===== src/rtl/wb_decoder_2_pkg.sv =====
// rtl/wb_decoder_2_pkg.sv - shared types and helpers for the 1-to-2 Wishbone decoder
//
// Purpose : termination bundle type and timeout-counter width helper.
// Ports   : none (package).

package wb_decoder_2_pkg;

    // One slave's termination signals, muxed as a unit by the decoder.
    typedef struct packed {
        logic ack;
        logic err;
        logic rty;
    } term_t;

    // Counter must hold 0..TIMEOUT; keep at least one bit so a disabled
    // timeout (TIMEOUT=0) still yields a legal vector.
    function automatic int tcnt_width(input int timeout);
        return (timeout < 1) ? 1 : $clog2(timeout + 1);
    endfunction

endpackage


===== src/rtl/wb_decoder_2_addr_match.sv =====
// rtl/wb_decoder_2_addr_match.sv - combinational base/mask address match
//
// Purpose : asserts o_hit-equivalent output when (adr & MASK) == ADDR.
// Ports   : adr_i [ADDR_WIDTH] address in; hit_o [1] match result.

module wb_addr_match #(
    parameter int                    ADDR_WIDTH = 32,
    parameter logic [ADDR_WIDTH-1:0] ADDR       = '0,
    parameter logic [ADDR_WIDTH-1:0] MASK       = '0
) (
    input  logic [ADDR_WIDTH-1:0] adr_i,
    output logic                  hit_o
);

    assign hit_o = ((adr_i & MASK) == ADDR);

endmodule


===== src/rtl/wb_decoder_2.sv =====
// rtl/wb_decoder_2.sv - Wishbone 1-master to 2-slave address decoder with timeout
//
// Purpose : routes one master cycle to slave 0 or slave 1 by address/mask match,
//           terminates unmapped or stalled accesses with a one-cycle ERR.
// Ports   : clk, rst (sync, active-high)
//           wbm_*  : master side (adr/dat/we/sel/stb/cyc in; dat/ack/err/rty out)
//           wbs0_* : slave 0 side (adr/dat/we/sel/stb/cyc out; dat/ack/err/rty in)
//           wbs1_* : slave 1 side (same as slave 0)

module wb_decoder_2
    import wb_decoder_2_pkg::*;
#(
    parameter int                    DATA_WIDTH   = 32,
    parameter int                    ADDR_WIDTH   = 32,
    parameter int                    SELECT_WIDTH = DATA_WIDTH / 8,
    parameter logic [ADDR_WIDTH-1:0] SLV0_ADDR    = '0,
    parameter logic [ADDR_WIDTH-1:0] SLV0_MASK    = 32'hFFFF_0000,
    parameter logic [ADDR_WIDTH-1:0] SLV1_ADDR    = 32'h0001_0000,
    parameter logic [ADDR_WIDTH-1:0] SLV1_MASK    = 32'hFFFF_0000,
    parameter int                    TIMEOUT      = 16
) (
    input  logic                    clk,
    input  logic                    rst,

    input  logic [ADDR_WIDTH-1:0]   wbm_adr_i,
    input  logic [DATA_WIDTH-1:0]   wbm_dat_i,
    output logic [DATA_WIDTH-1:0]   wbm_dat_o,
    input  logic                    wbm_we_i,
    input  logic [SELECT_WIDTH-1:0] wbm_sel_i,
    input  logic                    wbm_stb_i,
    input  logic                    wbm_cyc_i,
    output logic                    wbm_ack_o,
    output logic                    wbm_err_o,
    output logic                    wbm_rty_o,

    output logic [ADDR_WIDTH-1:0]   wbs0_adr_o,
    output logic [DATA_WIDTH-1:0]   wbs0_dat_o,
    output logic                    wbs0_we_o,
    output logic [SELECT_WIDTH-1:0] wbs0_sel_o,
    output logic                    wbs0_stb_o,
    output logic                    wbs0_cyc_o,
    input  logic [DATA_WIDTH-1:0]   wbs0_dat_i,
    input  logic                    wbs0_ack_i,
    input  logic                    wbs0_err_i,
    input  logic                    wbs0_rty_i,

    output logic [ADDR_WIDTH-1:0]   wbs1_adr_o,
    output logic [DATA_WIDTH-1:0]   wbs1_dat_o,
    output logic                    wbs1_we_o,
    output logic [SELECT_WIDTH-1:0] wbs1_sel_o,
    output logic                    wbs1_stb_o,
    output logic                    wbs1_cyc_o,
    input  logic [DATA_WIDTH-1:0]   wbs1_dat_i,
    input  logic                    wbs1_ack_i,
    input  logic                    wbs1_err_i,
    input  logic                    wbs1_rty_i
);

    localparam logic [1:0] S_IDLE = 2'd0;
    localparam logic [1:0] S_XFER = 2'd1;
    localparam logic [1:0] S_HOLD = 2'd2;
    localparam logic [1:0] S_ERR  = 2'd3;

    localparam int TW = tcnt_width(TIMEOUT);

    logic [1:0]    r_state;
    logic [1:0]    w_state_next;
    logic          r_sel_q;
    logic [TW-1:0] r_tcnt;

    logic          w_hit0;
    logic          w_hit1;
    logic          w_hit;
    logic          w_dec_sel;
    logic          w_req;
    term_t         w_sel_term;
    logic          w_term;
    logic          w_tmo;
    logic          w_enter_xfer;

    wb_addr_match #(
        .ADDR_WIDTH (ADDR_WIDTH),
        .ADDR       (SLV0_ADDR),
        .MASK       (SLV0_MASK)
    ) u_match0 (
        .adr_i (wbm_adr_i),
        .hit_o (w_hit0)
    );

    wb_addr_match #(
        .ADDR_WIDTH (ADDR_WIDTH),
        .ADDR       (SLV1_ADDR),
        .MASK       (SLV1_MASK)
    ) u_match1 (
        .adr_i (wbm_adr_i),
        .hit_o (w_hit1)
    );

    // Slave 0 wins overlapping windows; w_dec_sel is only used on a hit.
    assign w_hit     = w_hit0 | w_hit1;
    assign w_dec_sel = ~w_hit0;
    assign w_req     = wbm_cyc_i & wbm_stb_i;

    always_comb begin
        w_sel_term = '0;
        if (r_sel_q) begin
            w_sel_term = '{ack: wbs1_ack_i, err: wbs1_err_i, rty: wbs1_rty_i};
        end else begin
            w_sel_term = '{ack: wbs0_ack_i, err: wbs0_err_i, rty: wbs0_rty_i};
        end
    end

    // A termination only counts while the master is strobing; it is only
    // acted on in XFER.
    assign w_term = wbm_stb_i & (w_sel_term.ack | w_sel_term.err | w_sel_term.rty);
    assign w_tmo  = (TIMEOUT != 0) && (r_tcnt == TW'(TIMEOUT - 1));

    assign w_enter_xfer = ((r_state == S_IDLE) || (r_state == S_HOLD)) &&
                          (w_state_next == S_XFER);

    // State register
    always_ff @(posedge clk) begin
        if (rst) begin
            r_state <= S_IDLE;
        end else begin
            r_state <= w_state_next;
        end
    end

    // Next-state logic
    always_comb begin
        w_state_next = r_state;
        case (r_state)
            S_IDLE: begin
                if (w_req) begin
                    w_state_next = w_hit ? S_XFER : S_ERR;
                end
            end
            S_XFER: begin
                if (!wbm_cyc_i) begin
                    w_state_next = S_IDLE;
                end else if (w_term) begin
                    w_state_next = S_HOLD;
                end else if (w_tmo) begin
                    w_state_next = S_ERR;
                end
            end
            S_HOLD: begin
                if (!wbm_cyc_i) begin
                    w_state_next = S_IDLE;
                end else if (wbm_stb_i) begin
                    w_state_next = w_hit ? S_XFER : S_ERR;
                end
            end
            default: begin
                w_state_next = S_IDLE;
            end
        endcase
    end

    // Selected slave index, latched each time an access is accepted.
    always_ff @(posedge clk) begin
        if (rst) begin
            r_sel_q <= 1'b0;
        end else if (w_enter_xfer) begin
            r_sel_q <= w_dec_sel;
        end
    end

    // Stall counter: counts strobed XFER cycles without a termination.
    always_ff @(posedge clk) begin
        if (rst) begin
            r_tcnt <= '0;
        end else if (w_enter_xfer) begin
            r_tcnt <= '0;
        end else if (r_state == S_XFER) begin
            if (w_term) begin
                r_tcnt <= '0;
            end else if (wbm_stb_i) begin
                r_tcnt <= r_tcnt + 1'b1;
            end
        end
    end

    // Output logic: all gating derives from the registered state so reset
    // silences the buses on the same edge.
    always_comb begin
        wbs0_cyc_o = 1'b0;
        wbs0_stb_o = 1'b0;
        wbs1_cyc_o = 1'b0;
        wbs1_stb_o = 1'b0;
        wbm_ack_o  = 1'b0;
        wbm_err_o  = 1'b0;
        wbm_rty_o  = 1'b0;
        case (r_state)
            S_XFER: begin
                wbs0_cyc_o = ~r_sel_q;
                wbs0_stb_o = ~r_sel_q & wbm_stb_i;
                wbs1_cyc_o = r_sel_q;
                wbs1_stb_o = r_sel_q & wbm_stb_i;
                wbm_ack_o  = wbm_stb_i & w_sel_term.ack;
                wbm_err_o  = wbm_stb_i & w_sel_term.err;
                wbm_rty_o  = wbm_stb_i & w_sel_term.rty;
            end
            S_HOLD: begin
                // Keep the bus locked to the last slave between accesses.
                wbs0_cyc_o = ~r_sel_q;
                wbs1_cyc_o = r_sel_q;
            end
            S_ERR: begin
                wbm_err_o = 1'b1;
            end
            default: begin
            end
        endcase
    end

    assign wbm_dat_o  = r_sel_q ? wbs1_dat_i : wbs0_dat_i;

    assign wbs0_adr_o = wbm_adr_i;
    assign wbs0_dat_o = wbm_dat_i;
    assign wbs0_we_o  = wbm_we_i;
    assign wbs0_sel_o = wbm_sel_i;
    assign wbs1_adr_o = wbm_adr_i;
    assign wbs1_dat_o = wbm_dat_i;
    assign wbs1_we_o  = wbm_we_i;
    assign wbs1_sel_o = wbm_sel_i;

endmodule


===== config.mk =====
export PLATFORM = sky130hd
export DESIGN_NAME = wb_decoder_2
export DESIGN_NICKNAME = d
export VERILOG_FILES = /design/src/rtl/wb_decoder_2_pkg.sv /design/src/rtl/wb_decoder_2_addr_match.sv /design/src/rtl/wb_decoder_2.sv
export SDC_FILE = /design/constraint.sdc
export NUM_CORES = 1
export LEC_CHECK = 0
export CAP_MARGIN = 0
export CORE_AREA = 2 2 125 127
export CTS_CLUSTER_DIAMETER = 80
export DETAILED_ROUTE_END_ITERATION = 7
export DIE_AREA = 0 0 127 129
export PLACE_DENSITY = 0.53
export RECOVER_POWER = 50
export SLEW_MARGIN = 20
export SYNTH_ARGS = -nofsm -noshare
export SYNTH_HDL_FRONTEND = slang
export SYNTH_SLANG_ARGS = --single-unit

===== constraint.sdc =====
create_clock -name clk -period 4.2 [get_ports clk]
set_input_delay 0.84 -clock clk [delete_from_list [all_inputs] [get_ports clk]]
set_output_delay 0.84 -clock clk [all_outputs]
set_load 0.1 [all_outputs]

# Word-level counts from Yosys, hierarchy flattened
# Cells that the tools add are included.
dict set report totals {
  ff_bits 8
  out_inout_bits 177
  word_cells 49
  inputBits 143
}
dict set report op_classes {
  muxes 19
  n_eq_ne 6
  addsub 1
  reduce_logical 8
  bitwise 12
}
# cell count
set ops {}
lappend ops {{$logic_not 32->1} 1}
lappend ops {{$mux 32} 1}
lappend ops {{$eq 16x1->1 const B} 1}
lappend ops {{$mux 2} 7}
lappend ops {{$mux 5} 2}
lappend ops {{$and 1x1->1} 7}
lappend ops {{$mux 1} 6}
lappend ops {{$pmux 2 s3} 1}
lappend ops {{$add 5x1->5 const B} 1}
lappend ops {{$eq 5x4->1 const B} 1}
lappend ops {{$eq 2x1->1 const B} 2}
lappend ops {{$eq 2x2->1 const B} 2}
lappend ops {{$reduce_or 2->1} 2}
lappend ops {{$mux 3} 1}
lappend ops {{$or 1x1->1} 3}
lappend ops {{$logic_not 2->1} 1}
lappend ops {{$not 1->1} 2}
lappend ops {{$pmux 1 s2} 1}
lappend ops {{$reduce_and 2->1} 1}
lappend ops {{$reduce_bool 2->1} 1}
lappend ops {{$logic_and 1x1->1} 1}
lappend ops {{$logic_or 1x1->1} 1}

# Logic depth before layout (Yosys ltp)
# Gate-level depths: netlist of run 1.
dict set report depth {
  word_depth 10
  ltp_mapped 8
}

# Cells and area by module
# From an unflattened synthesis of run 1, not the netlist that was laid out.
dict set report hier_totals {
  cells_unflattened 256
  hier_area_um2 2103.3
}
# module area_each_um2 seq_area_each_um2 cells_each instances
set modules_own_cells {}
lappend modules_own_cells {wb_decoder_2 2033.2 160.2 246 1}
lappend modules_own_cells {{wb_addr_match (u_match1)} 36.3 0.0 5 1}
lappend modules_own_cells {{wb_addr_match (u_match0)} 33.8 0.0 5 1}

# Worst setup path after synthesis of run 1
# No wires, ideal clock.
dict set report synth_timing {
  path_kind {input to output}
  from {input port wbm_stb_i}
  to {output port wbm_err_o}
  slack_ps 94
  stages 3
  required_time_ps 3360
  arrival_time_ps 3266
  cell_sequence {nand2_1 -> clkbuf_1 -> o21ai_0}
}
dict set report synth_between {
  elab_chain_cells 2
}
# item line_no
set synth_rtl {}
lappend synth_rtl {{from (decl)} wb_decoder_2.sv:30} ;# input logic wbm_stb_i,
lappend synth_rtl {{$and 1x1->1} wb_decoder_2.sv:202} ;# wbm_err_o = wbm_stb_i & w_sel_term.err;
lappend synth_rtl {{$pmux 1 s2} wb_decoder_2.sv:195} ;# case (r_state)
lappend synth_rtl {{to (decl)} wb_decoder_2.sv:33} ;# output logic wbm_err_o,
# Every way passes these cells.

# Worst setup path in the final report of run 1
dict set report layout_timing {
  from {input port wbm_stb_i}
  to {output port wbs0_stb_o}
}
dict set report layout_between {
  elab_chain_cells 2
}
# item line_no
set layout_rtl {}
lappend layout_rtl {{$and 1x1->1} wb_decoder_2.sv:198} ;# wbs0_stb_o = ~r_sel_q & wbm_stb_i;
lappend layout_rtl {{$mux 1} wb_decoder_2.sv:195}
lappend layout_rtl {{to (decl)} wb_decoder_2.sv:40} ;# output logic wbs0_stb_o,
# Every way passes these cells.

==> results of run 1 <==
tightest hold or removal path, stage by stage, from the launching register on:
cell and delay, ns:
dfxtp_1 0.31, a21oi_1 0.06, nor2_1 0.07
stage by stage:
| step | util | area [µm²] | setup slack, ns |
|---|---|---|---|
| final | 0.183 | 2740 | 0.999 |
| after global routing | 0.183 | 2740 | 0.899 |
| after CTS | 0.183 | 2740 | 1.00 |
| after detailed placement | 0.178 | 2660 | 0.974 |
| after global placement | 0.178 | 2660 | 1.01 |
| after floorplan | - | 2060 | 0.0938 |
state kept, by name, summed over array words and instances, names as in the netlist:
name	cells
r_sel_q	1
r_state	2
r_tcnt	5
kinds of logic after synthesis:
group,Yosys count,synth area share
muxes,35,0.190
adders and majority gates,6,0.0365
DFF,8,0.0779
buffers and inverters,150,0.526
and+or+nand+nor,43,0.115
AOI/OAI and AO/OA,18,0.0547
placed cells by master, fill, tap and decap left out, drive strengths merged:
| cell type | n |
|---|---|
| or4 | 1 |
| o21ai | 3 |
| nand2 | 4 |
| mux2 | 32 |
| or3b | 1 |
| clkdlybuf4s50 | 89 |
| o31ai | 1 |
| nor3b | 1 |
| nor2b | 2 |
| a22oi | 1 |
| nand3 | 1 |
| nor4 | 5 |
| o22ai | 1 |
| dfxtp | 8 |
| mux2i | 3 |
| and3 | 2 |
| nor4b | 1 |
| clkbuf | 3 |
| nor3 | 6 |
| inv | 7 |
| ha | 6 |
| diode | 1 |
| nor2 | 15 |
| a41oi | 1 |
| and2 | 1 |
| a221oi | 1 |
| a21oi | 9 |
| a211oi | 1 |
| buf | 71 |
| or4b | 1 |
| or3 | 2 |
cell type report:
| cell class | instances | area, µm² |
|---|---|---|
| Inverter | 7 | 26.3 |
| Antenna cell | 1 | 2.50 |
| Multi-Input combinational cell | 102 | 815 |
| Sequential cell | 8 | 161 |
| Timing Repair Buffer | 160 | 1420 |
| Fill cell | 1649 | 12200 |
| Clock buffer | 3 | 75.1 |
| Tap cell | 188 | 235 |
report_power, final:
| group | switching [mW] | leakage [nW] | internal, mW |
|---|---|---|---|
| Clock | 0.0384 | 0.0370 | 0.123 |
| Sequential | 0.0257 | 0.0653 | 0.0803 |
| Combinational | 0.533 | 0.981 | 0.210 |
worst min path at each step:
stage,slack (ns),startpoint,cells after the start,end
4_1_cts,0.49,r_tcnt[4],2,r_tcnt[4]
3_3_place_gp,0.46,r_tcnt[3],2,r_tcnt[3]
5_1_grt,0.53,r_tcnt[4],2,r_tcnt[4]
3_5_place_dp,0.48,r_tcnt[4],2,r_tcnt[4]
6_report,0.48,r_tcnt[4],2,r_tcnt[4]
2_1_floorplan,0.45,r_tcnt[3],2,r_tcnt[3]
per-layer routing:
layer	up-vias	part of all wire
met2	144	0.51
met3	29	0.13
met4	0	0.037
met5	-	0
li1	772	-
met1	722	0.33
==> key figures, run 1 <==
Route
  • ANT nets after route: 0
  • Iteration count of the initial detailed-routing pass: 4
  • WL final: 6460 µm
  • Remaining DRCs: 0
  • DR vias/cell: between 3 and 4
  • Vias: between 1,500 and 2,000
  • DR WL/cell: 13.8 µm
  • Starting DRC count in detailed routing: 46

Global route
  • GR met1 Demand/Resource: 0.0689
  • Met2 GRT Util: 0.123
  • Largest net degree at the start of global routing: 42
  • Vias in the first global route: 1,601
  • Gr usage total: 0.0683
  • Global route overflow: 0
  • Met3 usage: 0.0229
  • Most Used Layer, Global Route: met2
  • Initial antenna violation count: 1
  • First-pass GRT wire length: approximately 8700 µm

CTS
  • Hold Buf Count CTS: 0
  • Post-CTS Resized: 0
  • CTS Sinks: 8
  • Longest Clk Path Bufs: 2
  • Reg clk slew, reported paths: 0.04 ns
  • CTS Buf Count: 3
  • CTS root buf: clkbuf_16
  • Post-CTS Setup Inserts: 0
  • CTS H-Tree Depth: 1
  • CTS tree: built
  • Clock Latency Late Sink: 0.23 ns

Synth
  • FF+latch count, synth: 8
  • Synthesized area: 2060 µm²
  • Asr flop ratio synth: 0
  • Unique masters post-synth: 32
  • Top FF cell, synth: dfxtp_1
  • Top-area cell type share of the netlist area: 0.504
  • Commonest cells in the synthesized netlist: buf_4, mux2_2, nor2_1
  • Area leader, netlist: buf_4
  • Synthesized instance count: 260
  • Net Count, Synth: 409
  • Synth top area cells: buf_4, mux2_2, dfxtp_1
  • Seq/Total Area, Yosys: 0.0779
  • Post-synth EDFFs: 0
  • Synth Warn #: 0
  • Mean post-synth cell area: 7.91 µm²
  • Most common cell in the netlist: buf_4

Worst setup path
  • Reg2reg path depth: 5
  • Critical path buffers and inverters: 2
  • Setup Crit Path Kind: primary input to primary output
  • CP Max Fanout: 15
  • Crit path launch type: primary input
  • CP endpoint: wbs0_stb_o
  • Reg-to-reg endpoint: r_tcnt[0]
  • Flop2flop setup slack: 1.63 ns
  • Worst Path Required: 3.36 ns
  • Worst path slowest cell: clkdlybuf4s50_1
  • Levels on crit path: 4
  • Critical path launch point: wbm_stb_i
  • CP Cell Sequence: clkdlybuf4s50_1 -> nand2_1 -> nor2_1 -> buf_4
  • CP endpoint kind: primary output
  • Largest stage delay, worst path: between 0.5 and 0.6 ns
  • Worst R2R Start: r_sel_q
  • Critical Path AT: 2.36 ns
  • Top cell family by delay on the critical path: buffers and inverters

Layout
  • Nets: roughly 430
  • Synthesis-to-finish area growth: 33.2%
  • Layout cells sized above 1: 0.393
  • Fin cells: about 470

Timing
  • Period minus WS final: 3.20 ns
  • Least-Margin Pin Slew: between 0.9 and 1 ns
  • RSZ-0062 raised after global routing: no
  • F_max: 312 MHz
  • Hold slack: roughly 0.48 ns
  • Clock Skews: 0.00254 ns
  • Post-route setup TNS: 0 ns
  • Slew margin rel.: 0.351
  • Final Hold Vio Count: 0
  • Setup violators final: 0
  • Final number of max-transition violations: 0
  • Period utilization: 0.762

Floorplan
  • Initial core utilization: 0.137
  • Die Ht: around 130 µm
  • IO Pins: 320
  • Die X: about 130 µm
  • FP Rows: between 40 and 50
  • Core Region: 15,000 µm²
  • Die area: approximately 16,000 µm²

Pwr
  • IR Drop Worst-Case VDD: 0.0857 mV
  • Leak: approximately 1.1 nW
  • Pwr dens: between 300 and 400 nW/µm²
  • Pwr Total: 1.01 mW

Job
  • MaxCap Viol Count: 0

Outcome
  • Status: finished clean

Placed design
  • Dpl hpwl: 5620 µm
  • Gpl congestion: roughly 0.74
  • DP Cell Count: 465
  • I/O Buffers: 160

Min path
  • Hold WC Path Type: flip-flop to flip-flop
Note: power is estimated with default switching activity, not from simulation.
==> run 2: changes to the inputs <==
--- a/config.mk
+++ b/config.mk
@@ -6,11 +6,11 @@
 export NUM_CORES = 1
 export LEC_CHECK = 0
 export CAP_MARGIN = 0
-export CORE_AREA = 2 2 125 127
+export CORE_AREA = 2 2 123 125
 export CTS_CLUSTER_DIAMETER = 80
 export DETAILED_ROUTE_END_ITERATION = 7
-export DIE_AREA = 0 0 127 129
-export PLACE_DENSITY = 0.53
+export DIE_AREA = 0 0 125 127
+export PLACE_DENSITY = 0.54
 export RECOVER_POWER = 50
 export SLEW_MARGIN = 20
 export SYNTH_ARGS = -nofsm -noshare
==> constraint.sdc (replaced) <==
create_clock -name clk -period 3.2 [get_ports clk]
set_input_delay 0.64 -clock clk [delete_from_list [all_inputs] [get_ports clk]]
set_output_delay 0.64 -clock clk [all_outputs]
set_load 0.1 [all_outputs]
==> key figures, run 2 (same netlist as run 1, synthesis figures left out) <==
Route
  • DR vias/cell: 3.56
  • Remaining DRCs: 0
  • Vias: 1,654
  • ANT nets after route: 0
  • DR WL/cell: 13.4 µm
  • Iteration count of the initial detailed-routing pass: 4
  • WL final: 6240 µm
  • Starting DRC count in detailed routing: 36

Timing
  • Post-route setup TNS: 0 ns
  • Least-Margin Pin Slew: 0.633 ns
  • Hold slack: 0.488 ns
  • Setup violators final: 0
  • F_max: 371 MHz
  • Final number of max-transition violations: 0
  • Slew margin rel.: 0.574
  • RSZ-0062 raised after global routing: no
  • Clock Skews: approximately 0.00091 ns
  • Final Hold Vio Count: 0
  • Period utilization: 0.842
  • Period minus WS final: 2.69 ns

Pwr
  • Pwr Total: 1.33 mW
  • Pwr dens: 477 nW/µm²
  • IR Drop Worst-Case VDD: 0.215 mV
  • Leak: 1.10 nW

Floorplan
  • Die Ht: 127 µm
  • Core Region: 14,400 µm²
  • Die area: about 16,000 µm²
  • Initial core utilization: 0.143
  • IO Pins: 320
  • Die X: 125 µm
  • FP Rows: 44

Worst setup path
  • CP endpoint kind: primary output
  • Worst Path Required: 2.56 ns
  • Setup Crit Path Kind: primary input to primary output
  • CP Max Fanout: 15
  • Crit path launch type: primary input
  • Critical Path AT: between 2 and 2.5 ns

Placed design
  • Gpl congestion: 0.826
  • Dpl hpwl: ~5400 µm
  • I/O Buffers: 160

Global route
  • First-pass GRT wire length: between 8000 and 9000 µm
  • Initial antenna violation count: 0
  • Vias in the first global route: between 1,500 and 2,000
  • Global route overflow: 0
  • Largest net degree at the start of global routing: 22
  • Gr usage total: 0.0716

CTS
  • Post-CTS Resized: 0
  • CTS tree: built
  • Clock Latency Late Sink: 0.23 ns
  • CTS H-Tree Depth: 1
  • CTS Buf Count: 3
  • Reg clk slew, reported paths: 0.04 ns
  • Hold Buf Count CTS: 0
  • CTS root buf: clkbuf_16
  • Post-CTS Setup Inserts: 0
  • Longest Clk Path Bufs: 2
  • CTS Sinks: 8

Layout
  • Layout cells sized above 1: 0.395
  • Most common cell after layout, fill and taps aside: clkdlybuf4s50_1
  • Diode count: 0
  • Biggest registers after layout: r_tcnt (5), r_state (2), r_sel_q (1)
  • Nets: 432
  • Final Core Density: 0.194
  • Biggest register: r_tcnt
  • Synthesis-to-finish area growth: 36.2%
  • Most frequent cells in the layout: clkdlybuf4s50_1, buf_4, mux2_2
  • Max FFs per register: 5

Min path
  • Hold WC Path Type: flip-flop to flip-flop

Job
  • MaxCap Viol Count: 0

Outcome
  • Status: finished clean
[run 2: where the power goes]
group          internal (mW)  switching (mW)
sequential             0.106          0.0195
clock                  0.161          0.0492
combinational          0.283           0.717
[run 2: cell type report]
cell class                 count  area, µm²
timing repair buffer         161       1490
clock buffer                   3       75.1
fill                        1606      11600
sequential                     8        161
multi-input combinational    102        815
inverter                       7       26.3
tap                          184        230
[run 2: metrics by stage]
step	cell area, µm²	setup WS, ns	instances
5_1_grt	2800	0.381	465
2_1_floorplan	2060	0.141	260
3_3_place_gp	2730	0.436	462
6_report	2800	0.507	465
3_5_place_dp	2730	0.385	462
4_1_cts	2800	0.493	465
[run 2: worst paths after layout]
check | slack (ns) | cells after the start | endpoint | from
max | 0.51 | 4 | wbm_err_o | wbm_stb_i
min | 0.49 | 2 | r_tcnt[3] | r_tcnt[3]
max reg2reg | 0.97 | 8 | r_tcnt[4] | r_tcnt[0]
min reg2reg | 0.49 | 2 | r_tcnt[3] | r_tcnt[3]
[run 2: worst max-delay path, stage by stage]
cell and delay, ns:
clkdlybuf4s50_1 0.55, nand2_1 0.32, o21ai_1 0.33, buf_12 0.21
[run 2: layer usage]
layer,track usage,part of all wire
met1,0.0714,0.34
met2,0.130,0.52
met3,0.0302,0.10
met4,0.0320,0.037
met5,0,0
